File: src/rtl/route_sched.sv
// route_sched: round-robin header scheduler feeding one shared XY route stage.
// Optional `RSCHED_LOCAL_PRIO_EN gives port 0 (local) fixed priority.
//
// Ports:
//   clk, rst      clock, synchronous active-high reset
//   req[N]        per-port header request, held until acked
//   hdr_i[N*HW]   packed headers, port i at [i*HW +: HW]
//   ack[N]        one-hot combinational accept pulse
//   out_vld       result valid (held until out_rdy)
//   out_rdy       downstream accepts the result
//   out_src[N]    one-hot source port of the result
//   out_dir[5]    one-hot direction {W,S,E,N,L}
//   out_hdr[HW]   header with the consumed hop removed
module route_sched #(
  parameter int N  = 5,
  parameter int HW = 18
) (
  input  logic            clk,
  input  logic            rst,
  input  logic [N-1:0]    req,
  input  logic [N*HW-1:0] hdr_i,
  output logic [N-1:0]    ack,
  output logic            out_vld,
  input  logic            out_rdy,
  output logic [N-1:0]    out_src,
  output logic [4:0]      out_dir,
  output logic [HW-1:0]   out_hdr
);

  localparam int PW = $clog2(N);
  localparam logic [PW:0] NW = (PW+1)'(N);

  localparam logic [4:0] D_L = 5'b00001;
  localparam logic [4:0] D_N = 5'b00010;
  localparam logic [4:0] D_E = 5'b00100;
  localparam logic [4:0] D_S = 5'b01000;
  localparam logic [4:0] D_W = 5'b10000;

  logic [PW-1:0] ptr;
  logic [PW-1:0] gnt;
  logic [PW-1:0] ptr_nxt;
  logic [PW-1:0] idx;
  logic [PW:0]   sum;
  logic          found;
  logic          load;
  logic          fire;
  logic          adv;
  logic [N-1:0]  gnt_oh;
  logic [HW-1:0] hsel;
  logic [HW-1:0] hnew;
  logic [4:0]    dir;
  logic          ydir;
  logic          xdir;
  logic [7:0]    y;
  logic [7:0]    x;

  assign load = ~out_vld | out_rdy;
  assign fire = load & found & ~rst;

  // Scan ports starting at the pointer, wrapping at N.
  always_comb begin
    found = 1'b0;
    gnt   = '0;
    sum   = '0;
    idx   = '0;
`ifdef RSCHED_LOCAL_PRIO_EN
    if (req[0]) begin
      found = 1'b1;
    end
`endif
    for (int k = 0; k < N; k++) begin
      sum = {1'b0, ptr} + (PW+1)'(k);
      if (sum >= NW) begin
        sum = sum - NW;
      end
      idx = sum[PW-1:0];
      if (!found && req[idx]) begin
        found = 1'b1;
        gnt   = idx;
      end
    end
  end

`ifdef RSCHED_LOCAL_PRIO_EN
  // A local grant leaves the ring pointer untouched.
  assign adv = fire & ~req[0];
`else
  assign adv = fire;
`endif

  assign ptr_nxt = (gnt == PW'(N-1)) ? '0 : gnt + PW'(1);

  always_comb begin
    gnt_oh      = '0;
    gnt_oh[gnt] = 1'b1;
  end

  assign ack = fire ? gnt_oh : '0;

  always_comb begin
    hsel = '0;
    for (int i = 0; i < N; i++) begin
      if (gnt == PW'(i)) begin
        hsel = hdr_i[i*HW +: HW];
      end
    end
  end

  assign {ydir, y, xdir, x} = hsel;

  // XY order: exhaust X before Y; only a nonzero field is decremented.
  always_comb begin
    hnew = hsel;
    dir  = D_L;
    if (x != 8'd0) begin
      dir       = xdir ? D_W : D_E;
      hnew[7:0] = x - 8'd1;
    end else if (y != 8'd0) begin
      dir        = ydir ? D_S : D_N;
      hnew[16:9] = y - 8'd1;
    end
  end

  always_ff @(posedge clk) begin
    if (rst) begin
      out_vld <= 1'b0;
      out_src <= '0;
      out_dir <= '0;
      out_hdr <= '0;
      ptr     <= '0;
    end else begin
      if (load) begin
        out_vld <= fire;
      end
      if (fire) begin
        out_src <= gnt_oh;
        out_dir <= dir;
        out_hdr <= hnew;
      end
      if (adv) begin
        ptr <= ptr_nxt;
      end
    end
  end

endmodule

File: config.mk
export PLATFORM = sky130hd
export DESIGN_NAME = route_sched
export DESIGN_NICKNAME = d
export VERILOG_FILES = /design/src/rtl/route_sched.sv
export SDC_FILE = /design/constraint.sdc
export NUM_CORES = 1
export LEC_CHECK = 0
export CAP_MARGIN = 25
export CORE_UTILIZATION = 45
export CTS_BUF_LIST = sky130_fd_sc_hd__clkbuf_2 sky130_fd_sc_hd__clkbuf_4 sky130_fd_sc_hd__clkbuf_8
export CTS_CLUSTER_DIAMETER = 200
export DETAILED_ROUTE_END_ITERATION = 16
export PLACE_DENSITY = 0.87
export SETUP_SLACK_MARGIN = 0.2
export SLEW_MARGIN = 10
export SYNTH_ARGS = -nofsm -noshare
export SYNTH_HDL_FRONTEND = slang
export SYNTH_SLANG_ARGS = --single-unit
File: constraint.sdc
create_clock -name clk -period 15.45 [get_ports clk]
set_clock_uncertainty 0.05 [all_clocks]
set_input_delay 1.545 -clock clk [delete_from_list [all_inputs] [get_ports clk]]
set_output_delay 1.545 -clock clk [all_outputs]
set_load 0.02 [all_outputs]
==> results of run 1 <==
## placed cells by master (no fill, tap or decap), types with 4 or more instances in the layout
| cell type | count |
|---|---|
| o21ai_0 | 9 |
| clkdlybuf4s50_1 | 131 |
| nor3_1 | 12 |
| a221oi_1 | 7 |
| o32ai_1 | 4 |
| nor4_1 | 6 |
| nand3_1 | 11 |
| o32a_1 | 4 |
| clkbuf_8 | 5 |
| a21oi_1 | 40 |
| a31oi_1 | 7 |
| nand4_1 | 4 |
| ha_1 | 17 |
| a221o_1 | 9 |
| nand2_1 | 61 |
| a211oi_1 | 11 |
| a22oi_1 | 19 |
| dfxtp_1 | 32 |
| nor2_1 | 38 |
| nand3b_1 | 5 |
| mux2i_1 | 8 |
| xnor2_1 | 6 |
| nand2b_1 | 7 |
| xor2_1 | 9 |
| a21o_1 | 4 |
| o211ai_1 | 6 |
| nor2b_1 | 5 |
| o31ai_1 | 6 |
| buf_4 | 4 |
| inv_1 | 16 |
| o21ai_1 | 13 |
## worst min-delay path by stage
stage | start | to | cells past startpoint
floorplan | out_hdr[5] | out_hdr[5] | 2
global placement | out_hdr[5] | out_hdr[5] | 2
detailed placement | out_hdr[11] | out_hdr[11] | 2
CTS | out_hdr[5] | out_hdr[5] | 2
global route | out_dir[4] | out_dir[4] | 2
finish | out_hdr[7] | out_hdr[7] | 2
## final cells by class
| class | instances | area, um2 |
|---|---|---|
| multi-input cells | 388 | 2630 |
| repair buffers | 136 | 1360 |
| clock inverters | 3 | 42.5 |
| flip-flops and latches | 32 | 641 |
| fillers | 624 | 2440 |
| inverters | 17 | 63.8 |
| clock buffers | 5 | 68.8 |
| well taps | 99 | 124 |
## metrics by stage
step                hold WS, ns  instances  setup WS [ns]  cell area (um2)
floorplan                 0.473        473           8.77             3500
global placement          0.389        670           7.87             4790
detailed placement        0.398        671           7.65             4800
CTS                       0.408        679           7.93             4910
global route              0.423        680           7.42             4930
finish                    0.407        680           7.82             4930
## state kept, by name (all words and copies together), names as in the netlist
register  count
out_vld       1
ptr           3
out_hdr      18
out_src       5
out_dir       5
## critical path, delay by kind of cell
kind / cells / cell delay, ns
buffers and inverters: 3 / 0.68
adder cells (fa/ha/maj): 3 / 1.12
multiplexers: 2 / 0.84
AND/OR/NAND/NOR: 5 / 1.80
AO/OA/AOI/OAI: 7 / 1.79
## routing by layer
metal	part of all wire (%)	GRT usage (%)
met5	0	0
met4	1.7	10.1
met3	7.1	3.05
met2	48	47.8
met1	43	40.9
## cells by family (layout without fill, tap and decap cells)
group                    after synthesis  after routing
AO/OA/AOI/OAI                        166            166
XOR/XNOR                              15             15
adder cells (fa/ha/maj)               18             18
buffers and inverters                 53            161
flip-flops                            32             32
multiplexers                          13             13
AND/OR/NAND/NOR                      176            176
==> impl_metrics.py, run 1 <==
metrics = {
    "yosys": {
        "yosys.area_share.adder_pct": 6.65,
        "synthCells": 473,
        "synth_mux_area_share_pct": 4.86,
        "synth_xor_area_share_pct": 3.76,
        "synth-compound-area-share_pct": 34.2,
        "synth_common_cells": "nand2_1 (61), a21oi_1 (40), nor2_1 (38)",
        "yosys_warnings": 0,
        "synth-simple-area-share_pct": 25.7,
        "syn-num-nets": 589,
        "ys_dominant_reg_cell": "dfxtp_1",
        "synth_top_area_share_pct": 18.3,
        "synth.most_common_cell": "nand2_1",
        "syn-cell-area_mm2": 0.00350,
        "synth_top_family_by_area": "compound AO/OA/AOI/OAI gates",
        "synth_area_leaders": "dfxtp_1 (18%), nand2_1 (6.5%), ha_1 (6.1%)",
        "synth_edf_count": 0,
        "synthArstFlopShare_pct": 0,
        "synth.distinct_cells": 72,
        "synth-seq-cells": 32,
        "yosysSeqAreaShare_pct": 18.3,
        "avgSynthCellArea_um2": 7.40,
        "yosys.area.top_type": "dfxtp_1",
    },
    "grt": {
        "grt_pass1_vias": 3888,
        "grt-ovfl-total": 0,
        "grt_first_pass_wirelength_um": 19700,
        "grt_antenna_before_repair": 0,
        "grt_max_degree": 35,
        "grt_use_total_pct": 29.6,
    },
    "timing": {
        "slew_viol_final": 0,
        "period_minus_slack_ns": 7.63,
        "tns_ns": 0,
        "hold_viol": 0,
        "slew-limit-headroom_pct": 33.3,
        "fmax_mhz": 131,
        "finalSetupViolations": 0,
        "finalCritPeriodShare_pct": 49.4,
        "worstMarginPinSlew_ns": 1.00,
        "rsz0062_at_grt": "no",
    },
    "setup_path": {
        "slowest_delay_ns": 0.74,
        "r2r_slack_ns": 7.92,
        "cp-end-kind": "register",
        "critPathSlowestCell": "ha_1",
        "r2r_end": "out_dir[3]",
        "timing_worst_setup_path_type": "in2reg",
        "worstPathRequired_ns": 15.62,
        "crit_chain": "clkdlybuf4s50_1, mux4_2, mux2_2, a21oi_1, nand2_2, nor3_4, a31oi_1, o21ai_1, ha_1, ha_1, a21oi_1, a221o_1, inv_1, ha_1, inv_1, a2111o_1, nor4_4, nand2_4, or4_1, a21oi_1",
        "start_kind": "input pin",
        "cp.arrival_ns": 7.80,
        "crit_end": "out_dir[3]",
        "rr_worst_depth": 24,
        "crit_path_max_fanout": 24,
        "startpoint": "req[3]",
        "timing.rr.start": "ptr[1]",
    },
    "clock_network": {
        "htreeDepth": 2,
        "cts_hold_buf": 0,
        "clk_pin_slew_ns": 0.07,
        "tritoncts": "built",
        "cts_setup_buffers": 0,
        "clk_latency_ns": 0.29,
        "cts_buffers": 5,
        "clock_sinks": 32,
        "cts-root-buf": "clkbuf_8",
        "cts_buffer_depth": 2,
        "ctsResizeCount": 0,
    },
    "detailed_routing": {
        "vias": 4241,
        "wl_per_cell_um": 18.1,
        "detail_route.vias_per_cell": 6.24,
        "drc": 0,
        "ant_nets": 0,
        "dr.first_iter.drc_count": 349,
        "routed_wl_um": 12300,
        "drtPass1Iterations": 5,
    },
    "final_layout": {
        "diodes": 0,
        "drive_above_1_share_pct": 6.20,
        "layout.nets": 696,
        "final_util_pct": 66.9,
        "syn_to_final_growth_pct": 40.8,
    },
    "die": {
        "core_area_mm2": 0.00737,
        "dieArea_mm2": 0.00813,
        "initial_utilization_pct": 47.5,
        "io-pin-count": 132,
        "num_rows": 31,
        "die_w_um": 90.2,
        "dieHeight_um": 90.2,
    },
    "place": {
        "globalplace.congestion": 0.959,
        "detailed_place_hpwl_um": 9600,
        "numPortBuffers": 131,
    },
    "run": {
        "maxCapViolations": 0,
    },
    "status": {
        "status": "completed",
    },
    "min_path": {
        "hp-class": "reg2reg",
    },
}
Power of run 1 is left out: the tool's default activity adds up to more than one toggle a clock period on the data nets, which glitch-free logic cannot reach.
==> run 2, diff against run 1 <==
- clock period: 15.45 -> 7.9 ns (I/O delays scaled with it)
==> impl_metrics.py, run 2 (synthesis results as in run 1) <==
metrics = {
    "die": {
        "dieArea_mm2": 0.00813,
        "die_w_um": 90.2,
        "initial_utilization_pct": 47.5,
        "core_area_mm2": 0.00737,
        "io-pin-count": 132,
        "dieHeight_um": 90.2,
        "num_rows": 31,
    },
    "setup_path": {
        "start_kind": "register",
        "r2r_end": "out_dir[3]",
        "timing_worst_setup_path_type": "reg2reg",
        "worstPathRequired_ns": 8.07,
        "cp.arrival_ns": 7.09,
        "rr_worst_depth": 24,
        "crit_path_max_fanout": 15,
        "timing.rr.start": "ptr[1]",
        "r2r_slack_ns": 0.98,
        "cp-end-kind": "register",
    },
    "detailed_routing": {
        "ant_nets": 0,
        "wl_per_cell_um": 18.1,
        "drtPass1Iterations": 5,
        "dr.first_iter.drc_count": 430,
        "drc": 0,
        "vias": 4206,
        "routed_wl_um": 12400,
        "detail_route.vias_per_cell": 6.15,
    },
    "final_layout": {
        "regMostFlops": "out_hdr",
        "diodes": 0,
        "top_regs": "out_hdr x18, out_dir x5, out_src x5",
        "drive_above_1_share_pct": 6.84,
        "final_common_cell": "clkdlybuf4s50_1",
        "largest_reg_flops": 18,
        "syn_to_final_growth_pct": 41.7,
        "mostFrequentLayoutCells": "clkdlybuf4s50_1 (131), nand2_1 (61), a21oi_1 (40), nor2_1 (38), dfxtp_1 (32)",
        "layout.nets": 700,
    },
    "timing": {
        "fmax_mhz": 145,
        "slew-limit-headroom_pct": 44.8,
        "worstMarginPinSlew_ns": 0.826,
        "rsz0062_at_grt": "no",
        "tns_ns": 0,
        "hold_viol": 0,
        "finalSetupViolations": 0,
        "finalCritPeriodShare_pct": 87.6,
        "period_minus_slack_ns": 6.92,
        "slew_viol_final": 0,
    },
    "place": {
        "numPortBuffers": 131,
        "globalplace.congestion": 0.939,
        "detailed_place_hpwl_um": 9860,
    },
    "min_path": {
        "hp-class": "reg2reg",
        "min_from": "out_hdr[1]",
        "hold_depth": 2,
        "min_to": "out_hdr[1]",
    },
    "clock_network": {
        "ctsResizeCount": 0,
        "clk_pin_slew_ns": 0.07,
        "cts-root-buf": "clkbuf_8",
        "clk_latency_ns": 0.29,
        "tritoncts": "built",
        "cts_buffer_depth": 2,
        "cts_buffers": 5,
        "cts_setup_buffers": 0,
        "htreeDepth": 2,
        "clock_sinks": 32,
        "cts_hold_buf": 0,
    },
    "grt": {
        "grt_pass1_vias": 3957,
        "grt_first_pass_wirelength_um": 20000,
        "grt_max_degree": 35,
        "grt-ovfl-total": 0,
        "grt_use_total_pct": 30.3,
        "grt_antenna_before_repair": 0,
    },
    "status": {
        "status": "completed",
    },
    "run": {
        "maxCapViolations": 0,
    },
}
[run 2: worst max path at each step]
stage	slack, ns	from	endpoint
floorplan	1.52	ptr[1]	out_dir[3]
global placement	1.31	ptr[1]	out_dir[3]
detailed placement	1.12	ptr[1]	out_dir[3]
CTS	1.08	ptr[1]	out_dir[3]
global route	0.40	ptr[1]	out_dir[3]
finish	0.98	ptr[1]	out_dir[3]
[run 2: cell type report]
| type | count | area (um2) |
|---|---|---|
| flip-flops and latches | 32 | 641 |
| repair buffers | 140 | 1390 |
| clock buffers | 5 | 68.8 |
| well taps | 99 | 124 |
| fillers | 614 | 2410 |
| inverters | 17 | 63.8 |
| multi-input cells | 388 | 2630 |
| clock inverters | 3 | 42.5 |
[run 2: stage by stage]
step	setup WS, ns	area, um2	util, %	instances	hold WS, ns
after floorplan	1.52	3500	-	473	0.473
after detailed placement	1.12	4830	65.6	675	0.401
after global routing	0.396	4960	67.3	684	0.430
after CTS	1.08	4940	67.1	683	0.410
after global placement	1.31	4830	65.6	675	0.387
final	0.980	4960	67.3	684	0.408
[run 2: critical path, cell delays in order (launching register included)]
cell and delay (ns):
dfxtp_1 0.60, inv_1 0.27, ha_1 0.52, nand2b_1 0.24, a21boi_0 0.15, mux4_2 0.54
o221a_4 0.29, nand2_2 0.15, o32ai_1 0.10, nand2_1 0.09, a31o_2 0.15, nand3_1 0.25
inv_1 0.17, ha_1 0.34, o31a_1 0.48, a21oi_1 0.13, a221o_1 0.34, inv_1 0.10
ha_1 0.14, inv_1 0.04, a2111o_1 0.32, nor4_4 0.44, nand2_4 0.21, or4_1 0.58
a21oi_1 0.16
[run 2: routing by layer]
| layer | GRT usage [%] | wire length (um) | vias to the layer above |
|---|---|---|---|
| met5 | 0 | 0 | - |
| met4 | 11.4 | 353 | 0 |
| met3 | 3.64 | 857 | 36 |
| met2 | 47.8 | 5800 | 198 |
| met1 | 42.1 | 5380 | 1980 |
| li1 | - | - | 1992 |
Power of run 2 is left out for the same reason.
==> run 3, diff against run 2 <==
- ABC_AREA: unset -> 1
- CTS_BUF_LIST: sky130_fd_sc_hd__clkbuf_2 sky130_fd_sc_hd__clkbuf_4 sky130_fd_sc_hd__clkbuf_8 -> unset
- CTS_CLUSTER_SIZE: unset -> 40
- PLACE_DENSITY: 0.87 -> 0.85
==> impl_metrics.py, run 3 <==
metrics = {
    "die": {
        "dieHeight_um": 94.7,
        "io-pin-count": 132,
        "num_rows": 33,
        "initial_utilization_pct": 46.8,
        "die_w_um": 94.7,
        "dieArea_mm2": 0.00896,
        "core_area_mm2": 0.00826,
    },
    "final_layout": {
        "top_regs": "out_hdr x18, out_dir x5, out_src x5",
        "regMostFlops": "out_hdr",
        "final_common_cell": "nand2_1",
        "diodes": 0,
        "syn_to_final_growth_pct": 35.9,
        "fillers": 775,
        "drive_above_1_share_pct": 7.04,
        "layout.nets": 911,
        "mostFrequentLayoutCells": "nand2_1 (241), clkdlybuf4s50_1 (131), inv_1 (95), nand3_1 (71), nor2_1 (39)",
        "multi_input_area_mm2": 0.00268,
        "largest_reg_flops": 18,
        "regArea_um2": 641,
    },
    "grt": {
        "grt-ovfl-total": 0,
        "grt_first_pass_wirelength_um": 20500,
        "grt_antenna_before_repair": 0,
        "grt_use_total_pct": 29.1,
        "grt_max_degree": 40,
        "grt_pass1_vias": 4515,
    },
    "timing": {
        "hold_viol": 0,
        "finalSetupViolations": 0,
        "slew-limit-headroom_pct": 35.7,
        "slew_viol_final": 0,
        "rsz0062_at_grt": "no",
        "finalCritPeriodShare_pct": 79.7,
        "fmax_mhz": 159,
        "worstMarginPinSlew_ns": 0.962,
        "tns_ns": 0,
        "period_minus_slack_ns": 6.30,
    },
    "yosys": {
        "syn-num-nets": 798,
        "ys_dominant_reg_cell": "dfxtp_1",
        "yosys.area.top_type": "nand2_1",
        "yosys.area_share.adder_pct": 6.02,
        "syn-cell-area_mm2": 0.00386,
        "synth.distinct_cells": 41,
        "synthCells": 682,
        "yosysSeqAreaShare_pct": 16.6,
        "synth_area_leaders": "nand2_1 (23%), dfxtp_1 (17%), inv_1 (9.2%)",
        "yosys_warnings": 0,
        "synth-seq-cells": 32,
        "synth-compound-area-share_pct": 13.8,
        "synthArstFlopShare_pct": 0,
        "avgSynthCellArea_um2": 5.67,
        "synth_top_family_by_area": "simple AND/OR/NAND/NOR gates",
        "synth_top_area_share_pct": 23.4,
        "synth_mux_area_share_pct": 0,
        "synth_edf_count": 0,
        "synth_common_cells": "nand2_1 (241), inv_1 (95), nand3_1 (71)",
        "synth.most_common_cell": "nand2_1",
        "synth-simple-area-share_pct": 48.3,
        "synth_xor_area_share_pct": 1.33,
    },
    "place": {
        "detailed_place_hpwl_um": 10200,
        "numPortBuffers": 131,
        "globalplace.congestion": 1.07,
    },
    "min_path": {
        "hp-class": "reg2reg",
    },
    "clock_network": {
        "clk_latency_ns": 0.29,
        "cts_setup_buffers": 0,
        "cts_hold_buf": 0,
        "cts_buffers": 5,
        "htreeDepth": 2,
        "cts_buffer_depth": 2,
        "clock_sinks": 32,
        "tritoncts": "built",
        "cts-root-buf": "clkbuf_8",
        "ctsResizeCount": 0,
        "clk_pin_slew_ns": 0.07,
    },
    "status": {
        "status": "completed",
    },
    "detailed_routing": {
        "wl_met2_um": 6520,
        "drtPass1Iterations": 5,
        "vias": 4725,
        "met3_length_um": 676,
        "drc": 0,
        "top_layer_used": "met4",
        "detail_route.vias_per_cell": 5.25,
        "wl_met1_um": 5010,
        "routed_wl_um": 12800,
        "dr.first_iter.drc_count": 272,
        "ant_nets": 0,
        "wl_per_cell_um": 14.2,
    },
    "setup_path": {
        "worstPathRequired_ns": 8.03,
        "start_kind": "register",
        "crit_path_max_fanout": 27,
        "slowest_delay_ns": 0.72,
        "cp-end-kind": "register",
        "timing_worst_setup_path_type": "reg2reg",
        "cp_common_cell": "nand2_1",
        "cp.arrival_ns": 6.43,
        "critPathSlowestCell": "dfxtp_1",
    },
    "run": {
        "maxCapViolations": 0,
    },
}
==> run 3: cell types whose count changed in the layout (fill, tap and decap cells not counted), sizes merged, moves of 11 or more <==
cell and delta:
a22oi -19, nand2 +193, inv +84, o21ai +17, nand3 +66, a211oi -11
nor3 -11
==> run 3: per-stage QoR <==
step	hold WS (ns)	util, %	std cells	setup slack (ns)	instance area, um2
4_1_cts	0.419	63.6	900	1.64	5250
3_3_place_gp	0.405	62.5	893	1.88	5160
3_5_place_dp	0.409	62.5	893	1.68	5160
2_1_floorplan	0.491	-	682	3.20	3860
6_report	0.414	63.6	900	1.60	5250
5_1_grt	0.433	63.6	900	0.953	5250
==> run 3: metal layers <==
metal	GRT usage, %	up-vias
li1	-	2384
met1	31.9	2128
met2	54.2	170
met3	4.75	43
met4	13.6	0
met5	0	-
==> run 3: worst paths after layout <==
kind / start / end / slack (ns) / cells past startpoint
setup reg to reg: ptr[0] / out_hdr[9] / 1.60 / 28
hold / removal: out_src[4] / out_src[4] / 0.41 / 2
setup / recovery: ptr[0] / out_hdr[9] / 1.60 / 28
hold reg to reg: out_src[4] / out_src[4] / 0.41 / 2
==> run 3: layout make-up <==
cell class	count	area share [%]
Tap cell	105	2.50
Timing Repair Buffer	132	25.1
Clock buffer	7	1.83
Multi-Input combinational cell	522	51.1
Inverter	102	7.29
Sequential cell	32	12.2
==> run 3: critical path, delay by kind of cell (launching register included) <==
family / cells / cell delay (ns)
fa+ha+maj: 4 / 1.53
compound gates: 8 / 1.41
flops: 1 / 0.72
simple gates: 11 / 1.67
buf+inv: 5 / 0.80
==> run 3: kinds of logic after synthesis <==
kind of cell / count (synthesis)
AO/OA/AOI/OAI: 89
XOR/XNOR: 5
adder cells (fa/ha/maj): 18
buffers and inverters: 128
flip-flops: 32
AND/OR/NAND/NOR: 410
Power of run 3 is left out for the same reason.
